$ cat src/rtl/reg_file.sv
// reg_file: 2^ADDR_WIDTH x DATA_WIDTH general-purpose register file.
// Two combinational read ports and one write port that updates on the
// rising clock edge. Register 0 is hardwired to zero. An active-low
// asynchronous reset clears every register.
module reg_file #(
  parameter int DATA_WIDTH = 32,
  parameter int ADDR_WIDTH = 5
) (
  input  logic                  clk,
  input  logic                  rst,
  input  logic [ADDR_WIDTH-1:0] waddr,
  input  logic                  wen,
  input  logic [DATA_WIDTH-1:0] wdata,
  input  logic [ADDR_WIDTH-1:0] raddr1,
  input  logic [ADDR_WIDTH-1:0] raddr2,
  output logic [DATA_WIDTH-1:0] rdata1,
  output logic [DATA_WIDTH-1:0] rdata2
);

  localparam int NUM_REGS = 1 << ADDR_WIDTH;

  // Every entry needs an asynchronous clear, so storage is flops rather than
  // block RAM. Entry 0 is a constant and has no storage.
  logic [DATA_WIDTH-1:0] regs_reg [NUM_REGS];
  logic [NUM_REGS-1:0]   wsel;

  // One-hot write decode. Address 0 never selects an entry, so writes
  // there are discarded.
  always_comb begin
    wsel = '0;
    if (wen && (waddr != '0)) begin
      wsel[waddr] = 1'b1;
    end
  end

  assign regs_reg[0] = '0;

  generate
    for (genvar gi = 1; gi < NUM_REGS; gi++) begin : g_regs
      // Register gi: cleared by reset, loaded when it is the write target.
      always_ff @(posedge clk or negedge rst) begin
        if (!rst) begin
          regs_reg[gi] <= '0;
        end else if (wsel[gi]) begin
          regs_reg[gi] <= wdata;
        end
      end
    end
  endgenerate

  // Combinational read ports. There is no write-through bypass, so a
  // same-cycle write shows up only after the edge that commits it.
  always_comb begin
    rdata1 = regs_reg[raddr1];
    rdata2 = regs_reg[raddr2];
  end

endmodule

$ cat config.mk
export PLATFORM = sky130hd
export DESIGN_NAME = reg_file
export DESIGN_NICKNAME = d
export VERILOG_FILES = /design/src/rtl/reg_file.sv
export SDC_FILE = /design/constraint.sdc
export NUM_CORES = 2
export LEC_CHECK = 0
export BUFFER_PORTS_ARGS = -buffer_cell sky130_fd_sc_hd__buf_2
export CAP_MARGIN = 20
export CELL_PAD_IN_SITES_DETAIL_PLACEMENT = 1
export CELL_PAD_IN_SITES_GLOBAL_PLACEMENT = 1
export CORE_MARGIN = 3
export CORE_UTILIZATION = 40
export DETAILED_ROUTE_END_ITERATION = 10
export PLACE_DENSITY_LB_ADDON = 0.25
export SLEW_MARGIN = 20
export SYNTH_ARGS = -nofsm -noshare
export SYNTH_HDL_FRONTEND = slang
export SYNTH_SLANG_ARGS = --single-unit
$ cat constraint.sdc
create_clock -name clk -period 8.8 [get_ports clk]
set_input_delay 2.64 -clock clk [delete_from_list [all_inputs] [get_ports clk]]
set_output_delay 2.64 -clock clk [all_outputs]
set_load 0.05 [all_outputs]
== Word level (Yosys, flattened, before mapping) ==
Index checks and enable logic that the tools add are counted.

* Flip-flop bits (word level): 992
* ROM bits: 0
* Input bits: 50
* Output and inout bits: 64
* Latch bits: 0
* Word-level logic and storage cells: 49
* Memories: 0
* Bits in writable memories: 0

* Reduce and logical (&&, ||, !) cells: 3
* Multiplexer cells: 9
* Divide/modulo/power cells: 0
* $add $sub $neg: 0
* Shifts and indexed selects: 0
* Eq/ne operators: 0
* Multiply operators: 0
* Bitwise operators: 2
* Magnitude comparators: 4

{| class="wikitable"
|+ Operators with widths
! operator !! number
|-
| $bmux 32 s5 || 2
|-
| $mux 32 || 5
|-
| $ge 6x6->1 const B || 2
|-
| $not 5->6 || 2
|-
| $lt 5x6->1 const B || 1
|-
| $demux 1 s5 || 1
|-
| $ge 5x1->1 const B || 1
|-
| $reduce_bool 5->1 || 1
|-
| $logic_and 1x1->1 || 2
|-
| $mux 1 || 1
|}

== Logic depth before layout (Yosys ltp) ==
* Word-level depth: 5
* Gate-level depth with buffers: 9
* Mapped depth without buffers: 4

== Worst setup path after synthesis ==
OpenSTA, ideal clock, no wires.

* Path type: input-to-output
* Start point: input raddr1[0]
* End point: output rdata1[12]
* Stages: 9
* Setup slack: 1,294 ps
* Arrival: 4,866 ps
* Cell sequence: buf_2 > buf_6 > buf_6 > buf_6 > buf_6 > mux2i_1 > o22ai_1 > a211oi_1 > o31ai_1

* Cells in the longest elaborated chain, start to end: 4

{| class="wikitable"
|+ RTL lines
! element !! line !! RTL
|-
| start: declaration || 14 || <nowiki>input logic [ADDR_WIDTH-1:0] raddr1,</nowiki>
|-
| $not 5->6 (not written as such) || 54 || <nowiki>rdata1 = regs_reg[raddr1];</nowiki>
|-
| $bmux 32 s5 || 54 ||
|-
| $mux 32 (not written as such) (2 in series) || 54 ||
|-
| end: declaration || 16 || <nowiki>output logic [DATA_WIDTH-1:0] rdata1,</nowiki>
|}

Every way passes these cells. The select of a mux whose other input is x is not followed.

== Worst setup path after layout ==
* Start point: input raddr2[2]
* End point: output rdata2[14]

* Cells in the longest elaborated chain, start to end: 4

{| class="wikitable"
|+ RTL lines
! element !! line !! RTL
|-
| start: declaration || 15 || <nowiki>input logic [ADDR_WIDTH-1:0] raddr2,</nowiki>
|-
| $not 5->6 (not written as such) || 55 || <nowiki>rdata2 = regs_reg[raddr2];</nowiki>
|-
| $bmux 32 s5 || 55 ||
|-
| $mux 32 (not written as such) (2 in series) || 55 ||
|-
| end: declaration || 17 || <nowiki>output logic [DATA_WIDTH-1:0] rdata2</nowiki>
|}

Every way passes these cells. The select of a mux whose other input is x is not followed.

==> flow_summary.yaml <==
run_status:
  status: "complete, no violations"
floorplanning:
  die_h_um: 370
  io_pins: 114
  die_area_um2: 137000
  core_area_um2: 132000
  num_rows: 133
  start_util_pct: 40.4
  die_w_um: 370
worst_setup_path:
  critPathMaxFanout: 27
  cp.buffers_inverters: 3
  required_ns: 6.16
  critPathSlowestCell: "nor2b_4"
  cpMostUsedCell: "buf_4"
  cp_data_arrival_time_ns: 5.55
  max_stage_delay_ns: 0.89
  critPathKind: "in -> out"
  crit_chain: "buf_4, nor2b_4, buf_4, a22o_1, o21ai_1, o31ai_1, buf_2"
  critPathLaunchType: "input port"
  worst_setup_path_end_kind: "output port"
  crit_family: "buffers and inverters"
grt:
  antenna_found_initial: 13
  grt_pass1_vias: 36596
  grt_pass1_wl_mm: 266
  grt-ovfl-total: 0
  grt_max_degree: 169
  track_usage_pct: 26.3
timing:
  final-hold-violation-count: 0
  clock_skew_ns: 0
  period_needed_ns: 8.19
  period_share_pct: 93.0
  tightestPinTransition_ns: 1.07
  setup_viol_count_final: 0
  fin_setup_tns_ns: 0
  rsz0062_at_grt: "false"
  slew_viol_final: 0
  hold_slack_ns: 0.507
  slew_headroom_pct: 28.4
  max_freq_mhz: 122
detailed_routing:
  final_antenna_net_count: 0
  drt_wl_total_mm: 180
  vias: 34740
  drt-pass1-iter-count: 5
  drtIter0Drc: 2971
  wl_per_cell_um: 33.1
  drc: 0
  vias_per_cell: 6.40
placement:
  dpl.hpwl_mm: 103
  gp_congestion: 0.781
  port-buffer-count: 113
cells_and_area:
  syn2layout_area_growth_pct: 12.0
  multi_input_area_um2: 26700
  fill_cells: 12775
  drive_gt1_share_pct: 51.1
  seq_area_um2: 24800
  largest_register_ff_count: 992
  final_core_util_pct: 45.2
  finalNetCount: 3626
cts:
  clk_latency_ns: 0.71
  cts_buffers: 110
  cts.path.max_buffers: 3
  cts_sinks: 992
  ctsResizeCount: 0
  path_clk_slew_ns: 0.06
  cts_tree: "built"
  post_cts.repair.setup_buffers: 0
  ctsHoldBuffers: 0
  cts-root-buf: "clkbuf_16"
  h-tree-depth: 3
yosys:
  synth-edff-count: 0
  yosysSeqAreaShare_pct: 46.7
  synth_area_per_cell_um2: 14.6
  synth_cell_types: 31
  synth-async-reset-ratio_pct: 100
  ys_top_cells_by_area: "dfrtp_1 47%, mux2_2 22%, mux4_2 16%, a22o_1 3.2%, mux2i_1 3.0%"
  yosys.cell_count.top_type: "mux2_2"
  yosys.area.top_type_share_pct: 46.7
  synth_warnings: 0
  synth_common_cells: "1022 x mux2_2, 992 x dfrtp_1, 384 x mux4_2"
  ys_ff_latch: 992
  syn_inst: 3631
  synth_ff_type: "dfrtp_1"
  syn_area_um2: 53100
  synth_nets: 3681
  yosysTopAreaCell: "dfrtp_1"
hold_path:
  min_path_type: "reg -> reg"
power_and_ir_drop:
  p_leak_nw: 25.8
  p_per_area_nw_per_um2: 238
  ir_drop_mv: 0.147
run:
  drv_cap: 0
[through the flow]
stage               total power, mW  worst slack [ns]  cell area, um^2  cells
floorplan                      8.27              1.29            53100   3631
global placement               9.10             0.601            55600   5219
detailed placement             9.22             0.648            55600   5219
CTS                            14.2             0.649            59500   5424
global route                   14.8             0.595            59500   5425
finish                         14.2             0.612            59500   5431
[report_power, final]
| part | internal (mW) | total, mW | switching, mW |
|---|---|---|---|
| Sequential | 5.46 | 6.16 | 0.697 |
| Combinational | 1.67 | 3.02 | 1.35 |
| Clock | 3.01 | 4.98 | 1.97 |
[cell usage in the layout, fill, tap and decap left out, drive strengths merged, types with 2 or more instances in the layout]
cell	netlist	layout
clkinvlp	0	3
a22o	192	192
nand2	82	82
nand2b	2	2
dfrtp	992	992
clkinv	0	28
and2	34	34
mux2	1056	1056
nor2b	6	6
o31ai	64	64
clkbuf	211	158
a211oi	64	64
mux2i	160	160
nand3b	4	4
o21ai	64	64
bufinv	0	15
and3	33	33
o22ai	64	64
nor2	19	19
nand3	2	2
inv	2	3
mux4	384	384
nor3b	4	4
diode	0	7
buf	188	232
[final timing paths]
check                                    from            end  slack [ns]  depth (start not counted)
worst max-delay path                raddr2[2]     rdata2[14]        0.61                          7
worst min-delay path            regs_reg[632]  regs_reg[632]        0.51                          1
min in group asynchronous                 rst  regs_reg[587]        1.99                          1
worst max register to register  regs_reg[235]  regs_reg[235]        7.98                          1
max in group asynchronous                 rst  regs_reg[382]        5.26                          2
worst min register to register  regs_reg[632]  regs_reg[632]        0.51                          1
[logic make-up (layout without fill, tap and decap cells)]
family                 Yosys count  after routing  share of synthesized area [%]
AOI/OAI and AO/OA              448            448                           6.33
buffers and inverters          401            439                           3.45
DFF                            992            992                           46.7
muxes                         1600           1600                           41.7
other                            0              7                              0
and+or+nand+nor                190            190                           1.80
[layout make-up]
cell class,instances,area share (%)
multi-input combinational,2238,44.9
clock buffer,158,5.49
clock inverter,47,1.07
sequential,992,41.7
antenna,7,0.0294
timing repair buffer,232,3.09
inverter,2,0.0147
tap,1755,3.69
[metal layers]
| metal | wire length, um | vias to the layer above | share of wire, % | track usage [%] |
|---|---|---|---|---|
| li1 | - | 13991 | - | - |
| met1 | 81500 | 19361 | 45 | 38.2 |
| met2 | 82400 | 1138 | 46 | 40.5 |
| met3 | 11100 | 242 | 6.2 | 4.41 |
| met4 | 4490 | 8 | 2.5 | 7.46 |
| met5 | 48 | - | 0.027 | 0 |
(Power assumes the default switching activity.)
